===== config.mk =====
export PLATFORM = sky130hd
export DESIGN_NAME = game_timer
export DESIGN_NICKNAME = d
export VERILOG_FILES = /design/src/rtl/game_timer.sv
export SDC_FILE = /design/constraint.sdc
export NUM_CORES = 1
export LEC_CHECK = 0
export ABC_AREA = 1
export CAP_MARGIN = 20
export CORE_ASPECT_RATIO = 0.6
export CORE_MARGIN = 2
export CORE_UTILIZATION = 25
export DETAILED_ROUTE_END_ITERATION = 10
export HOLD_SLACK_MARGIN = 0.05
export RECOVER_POWER = 100
export SLEW_MARGIN = 40
export SYNTH_ARGS = -nofsm -noshare
export SYNTH_HDL_FRONTEND = slang
export SYNTH_SLANG_ARGS = --single-unit

===== constraint.sdc =====
create_clock -name clk -period 3.4 [get_ports clk]
set_clock_uncertainty 0.1 [all_clocks]
set_input_delay 0.68 -clock clk [delete_from_list [all_inputs] [get_ports clk]]
set_output_delay 0.68 -clock clk [all_outputs]
set_load 0.005 [all_outputs]

===== src/rtl/game_timer.sv =====
// ---------------------------------------------------------------------------
// game_timer
//   Timing front end for the snake game. Generates the free-running pwm_base
//   square wave, a one-cycle frame strobe per vsync rising edge, and runs the
//   game state machine (IDLE, COUNTDOWN, RUN, PAUSE, OVER). In RUN it issues
//   a one-cycle game tick every `period` frames; the period shrinks as the
//   snake eats and speed rises.
//
// Ports
//   clk          in   clock
//   rst_n        in   synchronous active-low reset
//   vsync        in   frame sync level from VGA timing, active high
//   start        in   one-cycle start/restart request
//   eat          in   one-cycle, snake ate food
//   failure      in   one-cycle, collision
//   pause_toggle in   one-cycle pause/resume request
//   pwm_base     out  square wave, period 2*PWM_DIV clk
//   frame        out  one-cycle strobe per vsync rising edge
//   tick         out  one-cycle game step (RUN only, coincides with frame)
//   speed        out  current speed level
//   running      out  state == RUN
//   paused       out  state == PAUSE
//   game_over    out  state == OVER
// ---------------------------------------------------------------------------
module game_timer #(
   parameter int unsigned PWM_DIV          = 394,
   parameter int unsigned BASE_FRAMES      = 30,
   parameter int unsigned STEP             = 2,
   parameter int unsigned MIN_FRAMES       = 6,
   parameter int unsigned MAX_SPEED        = 15,
   parameter int unsigned COUNTDOWN_FRAMES = 60
) (
   input  logic       clk,
   input  logic       rst_n,
   input  logic       vsync,
   input  logic       start,
   input  logic       eat,
   input  logic       failure,
   input  logic       pause_toggle,
   output logic       pwm_base,
   output logic       frame,
   output logic       tick,
   output logic [3:0] speed,
   output logic       running,
   output logic       paused,
   output logic       game_over
);

   typedef enum logic [2:0] {
      S_IDLE,
      S_COUNTDOWN,
      S_RUN,
      S_PAUSE,
      S_OVER
   } state_t;

   state_t      r_state;
   logic [15:0] r_div_cnt;
   logic        r_pwm;
   logic        r_vsync_q;
   logic        r_frame;
   logic        r_tick;
   logic [3:0]  r_speed;
   logic [7:0]  r_frame_cnt;
   logic [7:0]  r_cd_cnt;

   logic        w_edge;
   logic [7:0]  w_step_total;
   logic [7:0]  w_period;
   logic        w_period_done;

   // Rising edge of vsync, seen in the cycle vsync is first sampled high.
   assign w_edge = vsync & ~r_vsync_q;

   // speed*STEP is at most 15*15 = 225, so 8 bits never overflow. Clamping
   // before the subtraction keeps the period from underflowing.
   assign w_step_total = 8'(r_speed) * 8'(STEP);
   assign w_period     = (w_step_total > 8'(BASE_FRAMES - MIN_FRAMES))
                         ? 8'(MIN_FRAMES)
                         : 8'(BASE_FRAMES) - w_step_total;

   // A frame count already past the end of a freshly shortened period is
   // treated as due, so a burst of eats can never make the count wrap.
   assign w_period_done = (r_frame_cnt >= (w_period - 8'd1));

   // pwm_base divider: runs in every state.
   // NOTE: every clocked block uses non-blocking (<=) assignments so all
   // registers update from the values present before the edge.
   always_ff @(posedge clk) begin
      if (!rst_n) begin
         r_div_cnt <= '0;
         r_pwm     <= 1'b0;
      end else if (r_div_cnt == 16'(PWM_DIV - 1)) begin
         r_div_cnt <= '0;
         r_pwm     <= ~r_pwm;
      end else begin
         r_div_cnt <= r_div_cnt + 16'd1;
      end
   end

   // vsync edge detect. r_vsync_q resets high so vsync already high at
   // reset release is not mistaken for a new frame.
   always_ff @(posedge clk) begin
      if (!rst_n) begin
         r_vsync_q <= 1'b1;
         r_frame   <= 1'b0;
      end else begin
         r_vsync_q <= vsync;
         r_frame   <= w_edge;
      end
   end

   // Game state machine. Priority: failure > start > pause_toggle > eat >
   // frame processing; in RUN eat and frame processing both act.
   always_ff @(posedge clk) begin
      if (!rst_n) begin
         r_state     <= S_IDLE;
         r_tick      <= 1'b0;
         r_speed     <= '0;
         r_frame_cnt <= '0;
         r_cd_cnt    <= '0;
      end else begin
         r_tick <= 1'b0;
         case (r_state)
            S_IDLE: begin
               if (start) begin
                  r_state  <= S_COUNTDOWN;
                  r_cd_cnt <= 8'(COUNTDOWN_FRAMES);
                  r_speed  <= '0;
               end
            end

            S_COUNTDOWN: begin
               if (failure) begin
                  r_state <= S_OVER;
               end else if (start) begin
                  r_cd_cnt <= 8'(COUNTDOWN_FRAMES);
                  r_speed  <= '0;
               end else if (w_edge) begin
                  if (r_cd_cnt == 8'd1) begin
                     r_state     <= S_RUN;
                     r_frame_cnt <= '0;
                  end else begin
                     r_cd_cnt <= r_cd_cnt - 8'd1;
                  end
               end
            end

            S_RUN: begin
               if (failure) begin
                  r_state <= S_OVER;
               end else if (start) begin
                  r_state  <= S_COUNTDOWN;
                  r_cd_cnt <= 8'(COUNTDOWN_FRAMES);
                  r_speed  <= '0;
               end else if (pause_toggle) begin
                  r_state <= S_PAUSE;
               end else begin
                  if (eat && (r_speed < 4'(MAX_SPEED))) begin
                     r_speed <= r_speed + 4'd1;
                  end
                  // w_period reflects the speed before this cycle's eat.
                  if (w_edge) begin
                     if (w_period_done) begin
                        r_tick      <= 1'b1;
                        r_frame_cnt <= '0;
                     end else begin
                        r_frame_cnt <= r_frame_cnt + 8'd1;
                     end
                  end
               end
            end

            S_PAUSE: begin
               if (failure) begin
                  r_state <= S_OVER;
               end else if (start) begin
                  r_state  <= S_COUNTDOWN;
                  r_cd_cnt <= 8'(COUNTDOWN_FRAMES);
                  r_speed  <= '0;
               end else if (pause_toggle) begin
                  r_state <= S_RUN;
               end
            end

            S_OVER: begin
               if (start) begin
                  r_state  <= S_COUNTDOWN;
                  r_cd_cnt <= 8'(COUNTDOWN_FRAMES);
                  r_speed  <= '0;
               end
            end

            default: r_state <= S_IDLE;
         endcase
      end
   end

   assign pwm_base  = r_pwm;
   assign frame     = r_frame;
   assign tick      = r_tick;
   assign speed     = r_speed;
   assign running   = (r_state == S_RUN);
   assign paused    = (r_state == S_PAUSE);
   assign game_over = (r_state == S_OVER);

endmodule

==> impl_results.md, run 1 <==
* Status: completed
* Ports at 17
* Syn avg cell area at around 6.4 sq um
* Power per cell area at approximately 560 mW/mm^2
* DR vias/cell at 4.44
* RSZ-0062 raised after global routing: no
* Post-synth cell types at 35
* Post-CTS sizing at 0
* Layout area overhead at 17.1%
* IO buf count at 16
* CP Launch Point: speed[0]
* Starting DRC count in detailed routing at 218
* Critical path's slowest cell: o21ai_0
* CTS tree: built
* Worst r2r src: speed[0]
* CP max stage delay at 460 ps
* Peak VDD IR at 0.294 mV
* First-pass GRT wire length at 10800 um
* Worst slew margin at between 50 and 60%
* Via count at 2582
* Gpl congestion at between 0.8 and 0.9
* Post-Syn Area at approximately 0.0027 sq mm
* Core ar. at 0.0106 sq mm
* Fmax at 354 MHz
* # DRC at 0
* CTS Buffer Depth at 2
* Post-layout util at between 30% and 40%
* Final ANT Viol Nets at 0
* Initial antenna violation count at 0
* Most Crowded Layer GR: met2
* Largest net degree at the start of global routing at 16
* Tightest Pin Transition at 631 ps
* Met2 usage at 16.3%
* DR WL/cell at 10.7 um
* Drt first pass iters at 4
* Post-CTS Setup Repair Bufs at 0
* Register area share after synthesis at about a third
* Die Ht at 84.7 um
* Final wirelength at between 6000 and 7000 um
* Max Slew Vio Count at 0
* # H-tree levels at 2
* TritonCTS Buffers at 5
* Worst Hold Launch: r_div_cnt[0]
* Share of cells above drive strength 1 at ~4.5%
* Critical Path, Cell by Cell: inv_1 -> ha_1 -> nor2_1 -> nor2_1 -> ha_1 -> xor2_1 -> ha_1 -> nand2_1 -> inv_1 -> nand2_1 -> nand2_1 -> nand2_1 -> nand2_1 -> nor2_1 -> o21ai_0 -> nor2_1
* Tmin final at 2820 ps
* Hold Buf Count CTS at 0
* MaxCap Viol Count at 0
* M1 GR Usage at between 10% and 20%
* Cell count after synthesis at approximately 420
* Flops & latches, synth at 43
* GRT Util Overall at 11.1%
* Die Span X at roughly 140 um
* CP endpoint kind: flop
* CTS root buf: clkbuf_16
* Clock tree sinks at 43
* Final setup violation count at 0
* FP Rows at 29
* Crit-path max FO at 5
* Worst path most repeated cell: nand2_1
* Smallest hold slack at about 370 ps
* Total Nets Final at 464
* DPL Wire Length at about 4800 um
* HP Class: flop to flop
* Total negative slack at 0 ps
* CP arrival at 2890 ps
* WP data required at 3460 ps
* Worst-Skew Late Latency at 290 ps
* CP Class: flop to flop
* Net count after synthesis at 444
* Startpoint types: flop
* Vias in the first global route at 2273
* Initial Util at approximately 26%
* Final hold violations at 0
* Clock-pin slew on the worst setup and hold paths at 60 ps
* Final period utilization at 83.1%
* Leakage at 1.41 nW
* # diodes at 0
* Syn. warnings at 0
* Met3 Resource Use GR at between 3 and 4%
* Total grt overflow at 0
* Die ar. at 0.0117 sq mm
## layout by cell type, fill, tap and decap left out, drive strengths merged
master	netlist	routed
dfxtp	43	43
a21oi	22	22
nand4	13	13
o21ai	9	9
nand2	111	111
nand3b	3	3
xor2	7	7
a31oi	1	1
a21o	1	1
nor3	9	9
a211oi	1	1
clkinvlp	0	1
bufinv	0	1
clkbuf	2	6
nand3	38	38
dlygate4sd3	0	10
ha	15	15
o21bai	1	1
clkinv	1	1
clkdlybuf4s50	0	6
nor3b	2	2
nor2	80	80
inv	56	57
or2	3	3
o211ai	2	2
## cell usage after synthesis
cell	count	share of area, %
inv_2	4	0.55
xor2_1	7	2.3
nor2_2	3	0.69
clkbuf_1	1	0.14
nor2_4	1	0.42
a211oi_1	1	0.28
nand2_1	108	15
clkinv_1	1	0.14
inv_1	52	7.2
nand3b_1	2	0.55
dfxtp_1	43	32
o21ai_2	2	0.65
nand3_2	1	0.37
nor3b_1	2	0.55
nand4_1	13	3.0
nand2_2	2	0.46
o21bai_1	1	0.28
nand2_4	1	0.42
or2_0	2	0.46
a21o_1	1	0.28
a21oi_1	22	4.1
or2_2	1	0.23
a31oi_1	1	0.23
nor3_1	9	1.7
clkbuf_2	1	0.18
nand3b_4	1	0.74
o211ai_1	2	0.55
nand3_1	37	6.8
nor2_1	75	10
o21ai_1	1	0.18
ha_1	15	6.9
buf_2	2	0.37
o21ai_4	1	0.60
nor2_8	1	0.74
o21ai_0	5	0.92
## area by class of cell
type / count / area [sq um]
clock buffer: 5 / 125
clock inverter: 3 / 46.3
inverter: 57 / 214
sequential: 43 / 861
fill: 1137 / 7380
timing repair buffer: 17 / 164
multi-input combinational: 318 / 1590
tap: 139 / 174
## state kept, by name, indices dropped and copies added, names as in the netlist
register	cells
tick	1
speed	4
r_vsync_q	1
frame	1
r_cd_cnt	8
r_frame_cnt	8
pwm_base	1
r_state	3
r_div_cnt	16
## cell families after synthesis
group / synth area share (%)
adder cells (fa/ha/maj): 6.92
buffers and inverters: 8.58
AND/OR/NAND/NOR: 42.5
AO/OA/AOI/OAI: 8.03
flip-flops: 31.7
XOR/XNOR: 2.26
## stage by stage
stage,power [mW],std cells,worst slack (ps),cell area [sq um]
5_1_grt,1.90,582,268,3180
3_3_place_gp,1.22,574,781,3030
4_1_cts,1.80,582,749,3210
6_report,1.77,582,576,3180
3_5_place_dp,1.23,574,754,3030
2_1_floorplan,1.07,422,1050,2710
## per-layer routing
metal / vias to the layer above / share of wire [%]
li1: 1386 / -
met1: 1150 / 54
met2: 42 / 41
met3: 4 / 4.6
met4: 0 / 0.64
met5: - / 0
## critical path: cells and delay by family (launching register included)
family	cells	cell delay [ps]
simple gates	9	700
flops	1	400
xor+xnor	1	150
buf+inv	2	160
fa+ha+maj	3	720
compound gates	1	460
## path summary, 6_finish.rpt
check / to / cells after the start / slack (ps)
worst max register to register: r_frame_cnt[5] / 16 / 580
worst max-delay path: r_frame_cnt[5] / 16 / 580
worst min register to register: r_div_cnt[0] / 1 / 370
worst min-delay path: r_div_cnt[0] / 1 / 370
## power breakdown
part | switching [mW] | leakage, nW | internal (mW) | total (mW)
clock network | 0.212 | 0.0804 | 0.349 | 0.561
registers | 0.0555 | 0.350 | 0.554 | 0.609
logic | 0.394 | 0.975 | 0.203 | 0.596
(Power assumes the default switching activity.)
==> run 2: changes to the inputs <==
Clock period 3.4 ns to 2.35 ns, I/O delays scaled along.
==> run 2 against run 1 <==
  * Sequential power increased by 44%
  * Clock power up 21%
  * Design area increased by 5.1%
  * Die area stayed put
  * Flip-flop and latch count unchanged
  * Non-clock buffer count up 13
  * Total power rose by 43%
  * Hold slack improved by 6.3 ps
  * Clock-buffer cell count unchanged
  * Routed wire length up 4.9%
  * Cell count increased by 2.2%
  * Via count grew 1.5%
  * Largest power group is now combinational cells
==> impl_results.md, run 2 (synthesis results as in run 1) <==
* HP Class: flop to flop
* Hold Buf Count CTS at 0
* GRT Util Overall at 11.6%
* Total Nets Final at about 480
* Power per cell area at around 760 mW/mm^2
* Critical Path, Cell by Cell: inv_2 -> ha_4 -> nor2_4 -> nor2_1 -> ha_2 -> xor2_1 -> ha_1 -> nand2_1 -> inv_1 -> nand2_1 -> nand2_1 -> nand2_2 -> nand2_2 -> nor2_4 -> o21ai_4 -> nor2_1
* Biggest regs: r_div_cnt x16, r_cd_cnt x8, r_frame_cnt x8
* Final wirelength at 6520 um
* Biggest register: r_div_cnt
* Worst Hold Launch: r_div_cnt[0]
* Commonest non-fill, non-tap cell in the layout: nand2_1
* Post-layout util at 31.6%
* Worst r2r dst: r_frame_cnt[0]
* Final setup violation count at 0
* NetSw at 0.974 mW
* R2R cell count at 16
* WP data required at approximately 2400 ps
* Flop2flop setup slack at 150 ps
* Die ar. at about 0.012 sq mm
* Max reg flops at 16
* Int Pwr at approximately 1.6 mW
* Die Span X at 138 um
* Final ANT Viol Nets at 0
* CP arrival at around 2300 ps
* Sw Share at 38.5%
* CP max stage delay at 330 ps
* Largest net degree at the start of global routing at 15
* Clock-pin slew on the worst setup and hold paths at 60 ps
* Layout area overhead at 23.1%
* Total negative slack at 0 ps
* Gpl congestion at ~0.88
* Startpoint types: flop
* Status: completed
* Leakage at approximately 1.5 nW
* Reg power frac at 34.7%
* Crit-path max FO at 5
* Fin cells at 595
* Core ar. at ~0.011 sq mm
* Fmax at roughly 450 MHz
* Most frequent cells in the layout: 105 x nand2_1, 71 x nor2_1, 50 x inv_1
* # H-tree levels at 2
* # diodes at 0
* Ports at 17
* CP endpoint kind: flop
* Fillcell total at roughly 1100
* Max Slew Vio Count at 0
* Hold EP: r_div_cnt[0]
* Worst r2r src: speed[0]
* Peak VDD IR at 0.361 mV
* Total grt overflow at 0
* MaxCap Viol Count at 0
* Initial Util at 25.7%
* Initial antenna violation count at 0
* DR vias/cell at 4.40
* Clock tree sinks at 43
* Final period utilization at between 90% and 100%
* First-pass GRT wire length at 11200 um
* # DRC at 0
* CTS root buf: clkbuf_16
* Vias in the first global route at between 2000 and 2500
* Final hold violations at 0
* Reg area at 863 sq um
* Worst slew margin at between 60% and 70%
* CP Class: flop to flop
* DPL Wire Length at 4960 um
* Worst path most repeated cell: nand2_1
* Critical path's slowest cell: dfxtp_2
* Clock power frac at approximately 27%
* CTS Buffer Depth at 2
* Drt first pass iters at 4
* TritonCTS Buffers at 5
* Starting DRC count in detailed routing at ~170
* Worst-Skew Late Latency at 290 ps
* Via count at 2620
* IO buf count at 16
* Die Ht at 84.7 um
* # placed instances at 585
* DR WL/cell at 11.0 um
* Total power at 2.53 mW
* Tmin final at 2200 ps
* CTS tree: built
* Share of cells above drive strength 1 at about 12%
* Cell count of the worst hold path at 1
* FP Rows at 29
* Multi-input logic area at 0.00168 sq mm
* Combinational share of power at 38.4%
* Tightest Pin Transition at 508 ps
[run 2: repair_timing]
action,in CTS,in global routing
endpoints found under the setup margin,5,8
gates resized for setup,2,17
setup buffers,0,2
pin swaps,2,11
[run 2: layer usage]
layer	global-route usage, %	up-vias	part of all wire (%)
met5	0	-	0
met4	2.69	0	0.63
met3	3.08	4	3.8
met2	17.1	40	41
met1	16.9	1167	55
li1	-	1409	-
[run 2: how the worst max path moves through the flow]
stage	to	slack [ps]	startpoint	cells after the start
final	r_frame_cnt[0]	150	speed[0]	16
after global routing	r_frame_cnt[6]	-10	speed[0]	16
after CTS	r_frame_cnt[0]	10	speed[0]	16
after detailed placement	r_frame_cnt[0]	-50	speed[0]	13
after global placement	r_frame_cnt[7]	50	speed[0]	16
after floorplan	r_frame_cnt[0]	20	speed[0]	16
[run 2: stage by stage]
step,setup slack (ps),hold slack [ps],cell area (sq um)
after floorplan,19.2,333,2710
after global placement,47.1,344,3120
after detailed placement,-47.8,360,3120
after CTS,12.8,373,3260
after global routing,-14.3,404,3340
final,145,374,3340
[run 2: critical path: cells and delay by family (launching register included)]
kind                     cells  cell delay [ps]
AO/OA/AOI/OAI                1              180
XOR/XNOR                     1              160
adder cells (fa/ha/maj)      3              630
buffers and inverters        2              100
flip-flops                   1              330
AND/OR/NAND/NOR              9              590
[run 2: area by class of cell]
| cell class | count | share of cell area, % |
|---|---|---|
| Inverter | 57 | 6.41 |
| Sequential cell | 43 | 25.9 |
| Clock inverter | 3 | 0.450 |
| Multi-Input combinational cell | 318 | 50.4 |
| Timing Repair Buffer | 30 | 7.95 |
| Tap cell | 139 | 5.21 |
| Clock buffer | 5 | 3.75 |
[run 2: power by group through the flow]
stage	clock network (mW)	logic [mW]	registers, mW
6_report	0.680	0.973	0.880
5_1_grt	0.736	1.10	0.887
4_1_cts	0.700	0.928	0.875
3_5_place_dp	0	0.924	0.891
3_3_place_gp	0	0.914	0.888
2_1_floorplan	0	0.678	0.878
==> RTL change 1 (config.mk and constraints of run 2) <==
Re-encode `state_t` (5 states) as one-hot, 5 bits wide.
--- a/src/rtl/game_timer.sv
+++ b/src/rtl/game_timer.sv
@@ -46,12 +46,12 @@
    output logic       game_over
 );
 
-   typedef enum logic [2:0] {
-      S_IDLE,
-      S_COUNTDOWN,
-      S_RUN,
-      S_PAUSE,
-      S_OVER
+   typedef enum logic [4:0] {
+      S_IDLE      = 5'b00001,
+      S_COUNTDOWN = 5'b00010,
+      S_RUN       = 5'b00100,
+      S_PAUSE     = 5'b01000,
+      S_OVER      = 5'b10000
    } state_t;
 
    state_t      r_state;
Function: no difference found for any inputs over 10 cycles, from zero or initial values and one cycle with rst_n low; not proved beyond that.
==> RTL change 1 against run 2 <==
Power is 32% higher. Worst setup slack worse by 0.028 ns. Count of clock-buffer cells in the layout stayed put. Area after synthesis is 5.2% higher. Final area is 5.4% higher. Non-clock buffer count is 4 higher. Routed wire length is 12% higher. Sequential cell count is 2 higher. Critical path type is now register to primary output.
==> RTL change 1: results (changes against run 2) <==
.. list-table::
   :header-rows: 1

   * - Metric
     - Value
   * - Leakage component of the power
     - 1.61 nW (+9.3%)
   * - Via count of the first global-routing pass
     - 2623 (+11%)
   * - Data arrival at the endpoint of the critical path
     - 1.66 ns (-0.63 ns)
   * - Final-layout fill cell count
     - 1220 (+8.9%)
   * - Internal Pwr Total
     - 0.00200 W (+28%)
   * - Global routing met3 resource utilization
     - 0.0265 (-0.00428)
   * - Critical path's top delay family
     - buffers and inverters
   * - All-Layer GR Usage
     - 0.124 (+0.00813)
   * - Pre-CTS worst setup slack
     - -0.0548 ns (-0.00702 ns)
   * - Placed standard-cell area
     - 3270 um2 (+4.9%)
   * - Worst rel slew slack
     - 0.518 (-0.140)
   * - Register ranked first by flip-flop count
     - r_div_cnt
   * - Fraction of final layout cells sized beyond drive strength 1
     - 0.105 (-0.0151)
   * - Crit path max fanout
     - 8 (+3)
   * - Net count after synthesis
     - 480 (+8.1%)
   * - Cells taking the most area after synthesis
     - sky130_fd_sc_hd__dfxtp_1 (32%), sky130_fd_sc_hd__nand2_1 (17%), sky130_fd_sc_hd__nor2_1 (9.7%)
   * - Crit path largest cell delay
     - 0.50 ns (+0.17 ns)
   * - Wire length of the first global-routing pass
     - 12400 um (+11%)
   * - Pin count of the biggest net entering global routing
     - 17 (+2)
   * - Number of H-tree levels
     - 2 (unchanged)
   * - Peak ir drop on the vdd network
     - 0.000564 V (+56%)
   * - Area of all sequential standard cells
     - 905 um2 (+4.8%)
   * - Initial drt markers
     - 127 (-27%)
   * - DR vias
     - 2931 (+12%)
   * - Clock Latency Late Sink
     - 0.30 ns
   * - Instance count of the mapped netlist
     - 458 (+8.5%)
   * - Top cells by count, synth
     - sky130_fd_sc_hd__nand2_1 (127), sky130_fd_sc_hd__nor2_1 (74), sky130_fd_sc_hd__inv_1 (62)
   * - Number of vias per cell after detailed routing
     - 4.60 (+4.5%)
   * - Final GP Congestion
     - 0.867 (-1.5%)
   * - Count of different cell masters after synthesis
     - 28 (-20%)
   * - Final #Nets
     - 514 (+7.8%)
   * - GR Layer Usage met1
     - 0.190 (+0.0211)
   * - Overall routed net length
     - 7300 um (+12%)
   * - Global Route met2 Usage
     - 0.175 (+0.00418)
   * - Half-perimeter wire length after detailed placement
     - 5410 um (+9.1%)
   * - Outcome
     - completed
-- RTL change 1: cell count changes in the layout (fill, tap and decap cells not counted), moves of 3 or more --
cell	delta
sky130_fd_sc_hd__o21ai_0	+5
sky130_fd_sc_hd__inv_1	+9
sky130_fd_sc_hd__inv_2	-4
sky130_fd_sc_hd__nor2_1	-3
sky130_fd_sc_hd__nand2_1	+21
sky130_fd_sc_hd__nand3_2	+3
sky130_fd_sc_hd__a21oi_1	+6
sky130_fd_sc_hd__nand2_2	-3
-- RTL change 1: power by group through the flow --
stage,clock (W),combinational [W],sequential (W)
3_5_place_dp,0,0.00143,0.00100
4_1_cts,0.000852,0.00144,0.000986
2_1_floorplan,0,0.000992,0.00101
3_3_place_gp,0,0.00141,0.000999
6_report,0.000829,0.00150,0.00100
5_1_grt,0.000881,0.00172,0.00102
-- RTL change 1: layout make-up --
type	count	area share
clock buffer	5	0.0355
clock inverter	3	0.0124
inverter	62	0.0668
multi-input combinational	344	0.495
sequential	45	0.257
tap	144	0.0512
timing repair buffer	34	0.0818
-- RTL change 1: logic make-up after synthesis --
family | Yosys count | share of synthesized area
compound gates | 47 | 0.0873
xor+xnor | 8 | 0.0246
fa+ha+maj | 15 | 0.0658
buf+inv | 69 | 0.0969
flops | 45 | 0.316
simple gates | 274 | 0.410
-- RTL change 1: path summary, 6_finish.rpt --
kind	start	endpoint	slack (ns)	cells past startpoint
worst max-delay path	r_state[3]	paused	0.12	5
worst min-delay path	r_div_cnt[14]	r_div_cnt[14]	0.37	2
worst max register to register	speed[0]	r_frame_cnt[3]	0.14	16
worst min register to register	r_div_cnt[14]	r_div_cnt[14]	0.37	2
-- RTL change 1: metal layers --
metal  part of all wire  routed length [um]
met1               0.55                4010
met2               0.39                2830
met3              0.052                 380
met4              0.010                  74
met5                  0                   0
==> RTL change 2 (config.mk and constraints of run 2) <==
Made on the original files. `MIN_FRAMES`: 6 -> 3.
--- a/src/rtl/game_timer.sv
+++ b/src/rtl/game_timer.sv
@@ -26,7 +26,7 @@
    parameter int unsigned PWM_DIV          = 394,
    parameter int unsigned BASE_FRAMES      = 30,
    parameter int unsigned STEP             = 2,
-   parameter int unsigned MIN_FRAMES       = 6,
+   parameter int unsigned MIN_FRAMES       = 3,
    parameter int unsigned MAX_SPEED        = 15,
    parameter int unsigned COUNTDOWN_FRAMES = 60
 ) (
Check against the original RTL: same outputs for any inputs over 10 cycles, from zero or initial values and one cycle with rst_n low; that may be too few to reach the edited logic, so the function may still have changed.
==> RTL change 2 against run 2 <==
Non-clock buffer count fell by 4. Area after synthesis fell by 0.78%. Final cell count fell by 1.5%. Worst setup slack got worse by 0.011 ns. Via count rose by 3.2%. Final area fell by 3.0%. Sequential cell count did not move. Routed wire length fell by 1.2%. First-iteration DRC count rose by 34%. Critical path type is now register to primary output. Sequential share of layout area rose by 0.71 points. Register-to-register slack improved by 0.19 ns. Power rose by 7.2%.
==> RTL change 2: results (changes against run 2) <==
.. list-table::
   :header-rows: 1

   * - Metric
     - Value
   * - Outcome
     - completed
   * - Share of synthesized area occupied by flip-flops and latches
     - 0.320 (+0.00251)
   * - Cells taking the most area after synthesis
     - sky130_fd_sc_hd__dfxtp_1 (32%), sky130_fd_sc_hd__nand2_1 (14%), sky130_fd_sc_hd__nor2_1 (9.2%)
   * - #MultiIn Comb
     - 314 (-1.3%)
   * - Placed standard-cell area
     - 3070 um2 (-1.4%)
   * - Peak ir drop on the vdd network
     - 0.000390 V (+8.1%)
   * - Clock tree sinks
     - 43 (unchanged)
   * - Critical path's top delay family
     - buffers and inverters
   * - Fraction of final layout cells sized beyond drive strength 1
     - 0.0716 (-0.0490)
   * - 1st-pass router iterations
     - 7 (+3)
   * - Instance count of the mapped netlist
     - 416 (-1.4%)
   * - Total of cells resized after clock tree synthesis
     - 0 (-2)
   * - Synth top area share
     - 0.320 (+0.00251)
   * - Multi-input gate share of total cell area
     - 0.492 (-0.0117)
   * - Master of the slowest instance on the critical path
     - sky130_fd_sc_hd__dlygate4sd3_1
   * - Leakage component of the power
     - 1.39 nW (-5.5%)
   * - Final GP Congestion
     - 0.908 (+3.1%)
   * - Netlist area before placement
     - 2690 um2 (-0.78%)
   * - Via count of the first global-routing pass
     - 2397 (+1.7%)
   * - Final #Nets
     - 467 (-2.1%)
   * - Buffers on Ports
     - 16 (unchanged)
   * - R2r worst-path depth
     - 15 (-1)
   * - Count of placed standard cells including taps
     - 578 (-1.2%)
   * - Final-layout fill cell count
     - 1135 (+1.3%)
   * - Relative area of non-clock buffer cells in the final design
     - 0.0703 (-0.00916)
   * - Worst rel slew slack
     - 0.534 (-0.123)
   * - Crit path largest cell delay
     - 0.58 ns (+0.25 ns)
   * - Non-clock buffer count in the final layout
     - 26 (-13%)
   * - Wire length of the first global-routing pass
     - 10800 um (-4.3%)
   * - Fraction of standard cell area that is sequential
     - 0.266 (+0.00712)
   * - Final routed wire length divided by cell count
     - 11.0 um (+0.31%)
   * - CTS Root Buffer Type
     - sky130_fd_sc_hd__clkbuf_16
   * - Half-perimeter wire length after detailed placement
     - 5050 um (+1.9%)
   * - Pin count of the biggest net entering global routing
     - 17 (+2)
   * - Pre-CTS worst setup slack
     - 0.0744 ns (+0.122 ns)
   * - Number of vias per cell after detailed routing
     - 4.62 (+4.8%)
   * - Worst hold path cell count
     - 2 (+1)
   * - Final Non-Filler Cells
     - 586 (-1.5%)
   * - Signal inverters
     - 56 (-1.8%)
   * - Initial drt markers
     - 232 (+34%)
   * - Top cells by count, synth
     - sky130_fd_sc_hd__nand2_1 (101), sky130_fd_sc_hd__nor2_1 (66), sky130_fd_sc_hd__inv_1 (53)
   * - Area fraction of clock buffers and clock inverters
     - 0.0533 (+0.0113)
   * - Post-route cell area
     - 3240 um2 (-3.0%)
==> RTL change 2: changes by cell type in the layout (fill, tap and decap cells not counted), moves of 4 or more <==
cell / run 2 / this run
sky130_fd_sc_hd__inv_2: 6 / 2
sky130_fd_sc_hd__xor2_1: 7 / 3
sky130_fd_sc_hd__nor3_1: 9 / 14
sky130_fd_sc_hd__buf_4: 14 / 8
sky130_fd_sc_hd__clkdlybuf4s50_1: 10 / 5
sky130_fd_sc_hd__nand4_1: 13 / 18
sky130_fd_sc_hd__dlygate4sd3_1: 6 / 11
sky130_fd_sc_hd__o21ai_0: 6 / 10
sky130_fd_sc_hd__nor2_1: 71 / 66
sky130_fd_sc_hd__inv_1: 50 / 54
sky130_fd_sc_hd__nand2_1: 105 / 101
==> RTL change 2: path summary, 6_finish.rpt <==
check,startpoint,to,slack [ns]
max,r_state[0],running,0.13
min,pwm_base,pwm_base,0.39
max reg2reg,speed[2],r_frame_cnt[2],0.34
min reg2reg,pwm_base,pwm_base,0.39
==> RTL change 2: worst register-to-register path, stage by stage, from the launching register on <==
cell and delay (ns):
sky130_fd_sc_hd__dfxtp_1 0.42, sky130_fd_sc_hd__nand2_1 0.10, sky130_fd_sc_hd__inv_1 0.10, sky130_fd_sc_hd__nand2_1 0.08, sky130_fd_sc_hd__nand2_1 0.07, sky130_fd_sc_hd__inv_1 0.04, sky130_fd_sc_hd__ha_1 0.28, sky130_fd_sc_hd__nand2_1 0.07
sky130_fd_sc_hd__nand3_1 0.07, sky130_fd_sc_hd__nand2_1 0.06, sky130_fd_sc_hd__nand2_1 0.05, sky130_fd_sc_hd__nand2_1 0.08, sky130_fd_sc_hd__nand3_1 0.07, sky130_fd_sc_hd__nand2_1 0.07, sky130_fd_sc_hd__nand2_2 0.13, sky130_fd_sc_hd__nor2_1 0.14
==> RTL change 2: routing by layer <==
layer / GRT usage / vias up / wire length (um)
li1: - / 1408 / -
met1: 0.164 / 1217 / 3320
met2: 0.165 / 73 / 2690
met3: 0.0272 / 7 / 338
met4: 0.0408 / 0 / 89
met5: 0 / - / 0
==> RTL change 2: report_power, final <==
part | switching [W] | internal [W]
clock | 0.000327 | 0.000508
sequential | 0.0000988 | 0.000809
combinational | 0.000609 | 0.000363
total | 0.00103 | 0.00168
==> RTL change 2: cell families (layout without fill, tap and decap cells) <==
family / count (synthesis) / in the layout / synth area share
flops: 43 / 43 / 0.320
xor+xnor: 3 / 3 / 0.00977
fa+ha+maj: 14 / 14 / 0.0651
buf+inv: 61 / 90 / 0.0902
simple gates: 255 / 255 / 0.435
compound gates: 39 / 39 / 0.0786
other cells: 1 / 3 / 0.00139
